## config.mk

```make
export PLATFORM = sky130hd
export DESIGN_NAME = rb_param
export DESIGN_NICKNAME = d
export VERILOG_FILES = /design/src/rtl/rb_param.sv
export SDC_FILE = /design/constraint.sdc
export NUM_CORES = 1
export LEC_CHECK = 0
export CAP_MARGIN = 20
export CELL_PAD_IN_SITES_DETAIL_PLACEMENT = 0
export CELL_PAD_IN_SITES_GLOBAL_PLACEMENT = 1
export CORE_MARGIN = 2
export CORE_UTILIZATION = 30
export CTS_CLUSTER_DIAMETER = 200
export DETAILED_ROUTE_END_ITERATION = 8
export PLACE_DENSITY_LB_ADDON = 0.3
export SETUP_SLACK_MARGIN = 0.02
export SKIP_CTS_REPAIR_TIMING = 1
export SYNTH_ARGS = -nofsm -noshare
export SYNTH_HDL_FRONTEND = slang
export SYNTH_SLANG_ARGS = --single-unit
export TNS_END_PERCENT = 30
```

## constraint.sdc

```tcl
create_clock -name clk -period 2.4 [get_ports clk]
set_clock_uncertainty 0.2 [all_clocks]
set_input_delay 0.24 -clock clk [delete_from_list [all_inputs] [get_ports clk]]
set_output_delay 0.24 -clock clk [all_outputs]
set_load 0.02 [all_outputs]
```

## src/rtl/rb_param.sv

```systemverilog
// Parametrised register bank: one write port, two read ports, optional hard-zero r0,
// optional registered reads, write-to-read bypass and a sequenced bulk clear.
module rb_param #(
  parameter int unsigned DW      = 16,
  parameter int unsigned AW      = 4,
  parameter int unsigned ZERO_R0 = 0,
  parameter int unsigned REG_OUT = 0,
  parameter int unsigned BYPASS  = 1
) (
  input  logic            clk,
  input  logic            rst,
  input  logic [DW-1:0]   d_in,
  input  logic            rw_in,
  input  logic [3*AW-1:0] rs_in,
  input  logic            clr_in,
  output logic [DW-1:0]   a_out,
  output logic [DW-1:0]   b_out,
  output logic            busy_out
);

  localparam int unsigned Depth = 2 ** AW;

  typedef enum logic [0:0] {StIdle, StClear} state_e;

  state_e          state_q, state_d;
  logic [AW-1:0]   cnt_q, cnt_d;
  logic [DW-1:0]   mem_q [Depth];

  logic [AW-1:0]   wsel, asel, bsel;
  logic            wr_en, clr_en;
  logic            fwd_a, fwd_b;
  logic [DW-1:0]   rd_a, rd_b;
  logic [DW-1:0]   a_val, b_val;

  assign wsel = rs_in[3*AW-1:2*AW];
  assign asel = rs_in[2*AW-1:AW];
  assign bsel = rs_in[AW-1:0];

  // A write to hard-zero r0 is dropped entirely, so it must not be forwarded either.
  assign wr_en = rw_in && (state_q == StIdle) && !((ZERO_R0 != 0) && (wsel == '0));

  always_comb begin
    state_d = state_q;
    cnt_d   = cnt_q;
    clr_en  = 1'b0;
    unique case (state_q)
      StIdle: begin
        if (clr_in) begin
          state_d = StClear;
          cnt_d   = '0;
        end
      end
      StClear: begin
        clr_en = 1'b1;
        cnt_d  = cnt_q + 1'b1;
        if (&cnt_q) begin
          state_d = StIdle;
        end
      end
      default: begin
        state_d = StIdle;
        cnt_d   = '0;
      end
    endcase
  end

  always_ff @(posedge clk) begin
    if (rst) begin
      state_q <= StIdle;
      cnt_q   <= '0;
    end else begin
      state_q <= state_d;
      cnt_q   <= cnt_d;
    end
  end

  // Write and sweep never coincide: writes are only accepted in StIdle.
  always_ff @(posedge clk) begin
    if (rst) begin
      for (int i = 0; i < int'(Depth); i++) begin
        mem_q[i] <= '0;
      end
    end else begin
      if (wr_en) begin
        mem_q[wsel] <= d_in;
      end
      if (clr_en) begin
        mem_q[cnt_q] <= '0;
      end
    end
  end

  always_comb begin
    rd_a  = ((ZERO_R0 != 0) && (asel == '0)) ? '0 : mem_q[asel];
    rd_b  = ((ZERO_R0 != 0) && (bsel == '0)) ? '0 : mem_q[bsel];
    fwd_a = (BYPASS != 0) && wr_en && (asel == wsel);
    fwd_b = (BYPASS != 0) && wr_en && (bsel == wsel);
    a_val = fwd_a ? d_in : rd_a;
    b_val = fwd_b ? d_in : rd_b;
  end

  // With BYPASS=0 a_val equals the pre-edge contents, giving read-first capture.
  if (REG_OUT != 0) begin : g_reg_out
    logic [DW-1:0] a_q, b_q;

    always_ff @(posedge clk) begin
      if (rst) begin
        a_q <= '0;
        b_q <= '0;
      end else begin
        a_q <= a_val;
        b_q <= b_val;
      end
    end

    assign a_out = a_q;
    assign b_out = b_q;
  end else begin : g_comb_out
    assign a_out = a_val;
    assign b_out = b_val;
  end

  assign busy_out = (state_q == StClear);

endmodule

```

==> impl_metrics.py, run 1 <==
metrics = {
    "synth": {
        "yosysTopAreaCellShare_pct": 55.13,
        "synth_seq_area_share_pct": 55.85,
        "yosysWarnings": 0,
        "synth.most_common_cell": "nor2_1",
        "syn-num-nets": 986,
        "avgSynthCellArea_sq_um": 14.63,
        "syn_inst": 953,
        "synth_edf_count": 256,
        "syn_area_sq_mm": 0.01394,
        "synth_ff_type": "edfxtp_1",
        "synthArstFlopShare_pct": 0,
        "ys_types": 34,
        "synthTopCellsByCount": "nor2_1, edfxtp_1, mux4_2",
        "synth_top_area_cell": "edfxtp_1",
        "ys_ff_latch": 261,
        "synth_area_leaders": "edfxtp_1, mux4_2, nor2_1, mux2i_1, mux2_2",
    },
    "cells_and_area": {
        "multi_input_area_sq_mm": 0.006182,
        "fillers": 4308,
        "diodes": 0,
        "regArea_sq_mm": 0.007789,
        "final_layout_size_suffix_gt1_share_pct": 38.73,
        "syn_to_final_growth_pct": 28.00,
        "layout.nets": 1145,
    },
    "global_route": {
        "grt_overflow": 0,
        "grt_usage_pct": 18.29,
        "antenna_found_initial": 0,
        "grt_pass1_wl_mm": 63.94,
        "grt_pass1_vias": 9282,
        "grt_max_degree": 25,
    },
    "critical_path": {
        "critPathLaunchType": "flop",
        "path_class": "reg2out",
        "crit_fanout": 2,
        "r2r_slack_ns": 0.19,
        "worstPathRequired_ns": 1.96,
        "r2r_cells": 6,
        "r2r-start": "busy_out$_SDFF_PP0_",
        "worstPathArrival_ns": 2.35,
        "critPathLaunch": "mem_q[15][14]$_SDFFCE_PN0P_",
        "critPathCaptureType": "primary output",
    },
    "routing": {
        "wl_per_cell_um": 25.12,
        "num_vias": 9002,
        "viasPerCell": 5.200,
        "drt-total-wl_mm": 43.49,
        "drc_errors": 0,
        "drt-pass1-iter-count": 5,
        "ant_nets": 0,
        "drt_iter0_drc": 718,
    },
    "placement": {
        "pre_cts_slack_ns": -0.5469,
        "io_buffers": 64,
        "hpwl_mm": 29.54,
        "place.gp.congestion": 0.7754,
    },
    "clock_tree": {
        "clk_pin_slew_worst_paths_ns": 0.06,
        "clk_latency_ns": 0.56,
        "htree_num_levels": 1,
        "clkSinkCount": 261,
        "clk_path_buf_depth": 3,
        "cts_buffers": 27,
        "clockRootBuffer": "clkbuf_16",
        "cts_tree": "done",
    },
    "pwr": {
        "leakagePower_nw": 6.540,
        "p_per_area_mw_per_mm2": 643.9,
        "vdd_drop_max_uv": 417.4,
    },
    "floorplanning": {
        "die_h_um": 219.6,
        "io_pins": 65,
        "core_sq_mm": 0.04567,
        "initial_core_util_pct": 30.53,
        "fp.dieW_um": 219.6,
        "rows": 78,
        "dieArea_sq_mm": 0.04822,
    },
    "hold_path": {
        "hold_depth": 3,
        "worstHoldStart": "clr_in",
        "hp-class": "in2reg",
    },
    "sta": {
        "setup_violations": 32,
        "rsz0062_at_grt": "true",
        "layout_setup_ws_ns": -0.3917,
        "slew_viol_final": 0,
        "fin_crit_sh_pct": 116.3,
        "slew_headroom_pct": 76.17,
        "max_slew.worst_pin.slew_ns": 0.3506,
        "tns_ns": -8.495,
        "max_freq_mhz": 358.2,
        "post-route-min-period_ns": 2.792,
        "hold_viol_final": 0,
    },
    "status": {
        "violations": "setup timing",
        "status": "finished, violations left",
    },
    "run": {
        "maxCapViolCount": 0,
    },
}
==> worst max-delay path: stages (launching register included) <==
cell and delay [ns]:
edfxtp_1 0.38, mux4_2 0.48, mux2i_1 0.27, mux2i_1 0.13, mux2_2 0.32, dlymetal6s2s_1 0.22
==> layout by cell type (no fill, tap or decap), types with 26 or more instances in the layout <==
master           instances
buf_12                  42
nor2_1                 259
clkbuf_16               27
mux2_4                  31
mux2i_2                 27
buf_6                   31
clkdlybuf4s50_1         26
buf_4                  106
mux2i_1                 58
edfxtp_1               256
mux4_2                 128
==> cells by family after synthesis <==
| logic type | count (synthesis) | synth area share [%] |
|---|---|---|
| xor gates and xnor gates | 8 | 0.5025 |
| DFF | 261 | 55.85 |
| buffers and inverters | 83 | 2.602 |
| AOI/OAI and AO/OA | 13 | 0.7000 |
| and+or+nand+nor | 328 | 9.826 |
| adders and majority gates | 1 | 0.08972 |
| muxes | 259 | 30.43 |
==> state kept, by name, indices dropped and copies added (netlist names) <==
name,flops
busy_out,1
mem_q,256
cnt_q,4
==> worst paths after layout <==
path                               endpoint
hold / removal          busy_out$_SDFF_PP0_
setup reg to reg  mem_q[7][7]$_SDFFCE_PN0P_
hold reg to reg       cnt_q[0]$_SDFFE_PP0P_
setup / recovery                  a_out[14]
==> power by group <==
group,total (mW),switching [mW],internal [mW]
registers,5.29,0.0943,5.20
logic,2.11,1.05,1.06
clock network,4.09,1.79,2.30
total,11.5,2.93,8.56
==> through the flow <==
stage	power (mW)	hold slack, ns	utilization (%)	std cells	area (sq um)
3_5_place_dp	7.329	0.3269	36.32	1683	16590
2_1_floorplan	6.382	0.2354	-	953	13950
4_1_cts	11.40	0.2220	38.15	1731	17430
5_1_grt	11.86	0.2593	39.08	1731	17850
3_3_place_gp	7.322	0.3295	36.32	1683	16590
6_report	11.49	0.2425	39.08	1731	17850
==> cell type report <==
cell class | count | share of cell area, %
sequential | 261 | 43.64
tap | 600 | 4.206
inverter | 3 | 0.06310
timing repair buffer | 210 | 12.77
clock inverter | 15 | 0.7151
clock buffer | 33 | 3.968
multi-input combinational | 609 | 34.64
==> layer usage <==
metal | wire length, um | vias up | share of wire [%] | track usage [%]
met5 | 0 | - | 0 | 0
met3 | 1574 | 38 | 3.6 | 1.504
met2 | 22000 | 225 | 51 | 31.43
li1 | - | 3968 | - | -
met4 | 663 | 0 | 1.5 | 4.094
met1 | 19250 | 4771 | 44 | 25.27
No activity file was read; power rests on OpenSTA's default activity.
==> inputs of run 2 (changes only) <==
--- a/config.mk
+++ b/config.mk
@@ -9,7 +9,8 @@
 export CELL_PAD_IN_SITES_DETAIL_PLACEMENT = 0
 export CELL_PAD_IN_SITES_GLOBAL_PLACEMENT = 1
 export CORE_MARGIN = 2
-export CORE_UTILIZATION = 30
+export CORE_UTILIZATION = 45
+export CTS_BUF_LIST = sky130_fd_sc_hd__clkbuf_4 sky130_fd_sc_hd__clkbuf_8 sky130_fd_sc_hd__clkbuf_16
 export CTS_CLUSTER_DIAMETER = 200
 export DETAILED_ROUTE_END_ITERATION = 8
 export PLACE_DENSITY_LB_ADDON = 0.3
==> impl_metrics.py, run 2 (synthesized netlist as in run 1, its figures left out) <==
metrics = {
    "global_route": {
        "grt_pass1_wl_mm": 59.46,
        "grt_max_degree": 36,
        "grt_overflow": 0,
        "grt_usage_pct": 24.76,
        "antenna_found_initial": 0,
        "grt_pass1_vias": 9281,
    },
    "cells_and_area": {
        "fillers": 2496,
        "diodes": 0,
        "largest_reg_flops": 256,
        "regMostFlops": "mem_q",
        "most-common-layout-cells": "nor2_1, edfxtp_1, mux4_2, buf_4, mux2i_1",
        "final_common_cell": "nor2_1",
        "post-route-util_pct": 56.34,
        "syn_to_final_growth_pct": 23.59,
        "final_layout_size_suffix_gt1_share_pct": 37.67,
        "layout.nets": 1139,
    },
    "placement": {
        "place.gp.congestion": 0.8652,
        "io_buffers": 64,
        "hpwl_mm": 27.11,
        "pre_cts_slack_ns": -0.5467,
    },
    "sta": {
        "setup_violations": 32,
        "slew_viol_final": 0,
        "layout_setup_ws_ns": -0.2779,
        "max_slew.worst_pin.slew_ns": 0.3118,
        "fin_crit_sh_pct": 111.6,
        "rsz0062_at_grt": "true",
        "post-route-min-period_ns": 2.678,
        "holdWs_ns": 0.2714,
        "hold_viol_final": 0,
        "max_freq_mhz": 373.4,
        "slew_headroom_pct": 78.62,
    },
    "floorplanning": {
        "fp.dieW_um": 180.0,
        "core_sq_mm": 0.03059,
        "io_pins": 65,
        "rows": 64,
        "dieArea_sq_mm": 0.03241,
        "initial_core_util_pct": 45.58,
        "die_h_um": 180.0,
    },
    "pwr": {
        "vdd_drop_max_uv": 442.4,
        "leakagePower_nw": 6.392,
        "p_per_area_mw_per_mm2": 655.1,
    },
    "hold_path": {
        "hp-class": "in2reg",
    },
    "routing": {
        "num_vias": 8930,
        "ant_nets": 0,
        "wl_per_cell_um": 26.14,
        "drt-pass1-iter-count": 5,
        "drt_iter0_drc": 946,
        "drt-total-wl_mm": 39.71,
        "drc_errors": 0,
        "viasPerCell": 5.879,
    },
    "clock_tree": {
        "clkSinkCount": 261,
        "clk_latency_ns": 0.54,
        "cts_tree": "done",
        "clk_path_buf_depth": 3,
        "clockRootBuffer": "clkbuf_16",
        "htree_num_levels": 1,
        "clk_pin_slew_worst_paths_ns": 0.06,
        "cts_buffers": 27,
    },
    "critical_path": {
        "critPathLaunchType": "flop",
        "crit_chain": "mux4_2 > mux2i_2 > buf_4 > mux2i_1 > mux2_4 > buf_6",
        "crit_fanout": 2,
        "critPathCaptureType": "primary output",
        "cpMaxStageDelayCell": "mux4_2",
        "path_class": "reg2out",
        "worstPathArrival_ns": 2.24,
        "worstPathRequired_ns": 1.96,
        "slowest_delay_ns": 0.51,
    },
    "status": {
        "status": "finished, violations left",
        "violations": "setup timing",
    },
    "run": {
        "maxCapViolCount": 0,
    },
}
==> run 2: changes by cell type in the layout (fill, tap and decap cells not counted), moves of 7 or more <==
cell / delta
buf_2: +11
buf_6: -18
clkbuf_2: +7
clkbuf_4: +8
mux2_2: +18
mux2_4: -18
mux2i_1: +10
mux2i_2: -7
==> run 2: stage by stage <==
stage / instances / power, mW / TNS, ns / cell area, sq um
4_1_cts: 1520 / 11.29 / -21.78 / 17070
5_1_grt: 1519 / 11.62 / -9.923 / 17230
3_3_place_gp: 1474 / 7.246 / -67.93 / 16230
2_1_floorplan: 953 / 6.382 / -2.600 / 13950
3_5_place_dp: 1474 / 7.268 / -68.94 / 16230
6_report: 1519 / 11.29 / -7.676 / 17230
==> run 2: worst max-delay path, delay by kind of cell (launching register included) <==
kind / cells / cell delay, ns
multiplexers: 4 / 1.04
flip-flops: 1 / 0.38
buffers and inverters: 2 / 0.27
==> run 2: layer usage <==
layer / global-route usage, % / wire length [um]
met1: 33.75 / 16130
met2: 42.65 / 20320
met3: 2.627 / 2359
met4: 6.806 / 890
met5: 0 / 0
==> run 2: worst paths after layout <==
path	startpoint	to	slack [ns]	cells past startpoint
max	mem_q[9][2]$_SDFFCE_PN0P_	b_out[2]	-0.28	6
min	clr_in	busy_out$_SDFF_PP0_	0.27	3
max reg2reg	busy_out$_SDFF_PP0_	mem_q[6][10]$_SDFFCE_PN0P_	0.17	6
min reg2reg	cnt_q[0]$_SDFFE_PP0P_	cnt_q[0]$_SDFFE_PP0P_	0.33	2
==> run 2: power by group <==
part / leakage (nW) / switching (mW) / internal [mW]
Clock: 0.415 / 1.70 / 2.35
Combinational: 3.29 / 0.995 / 0.948
Sequential: 2.68 / 0.0933 / 5.20
Total: 6.39 / 2.79 / 8.50
==> run 2: cell type report <==
| type | count | area, sq um | area share, % |
|---|---|---|---|
| flip-flops and latches | 261 | 7787 | 45.19 |
| multi-input cells | 609 | 6045 | 35.08 |
| repair buffers | 204 | 2058 | 11.94 |
| clock buffers | 35 | 735.7 | 4.269 |
| well taps | 396 | 495.5 | 2.875 |
| clock inverters | 11 | 100.1 | 0.5808 |
| inverters | 3 | 11.26 | 0.06535 |
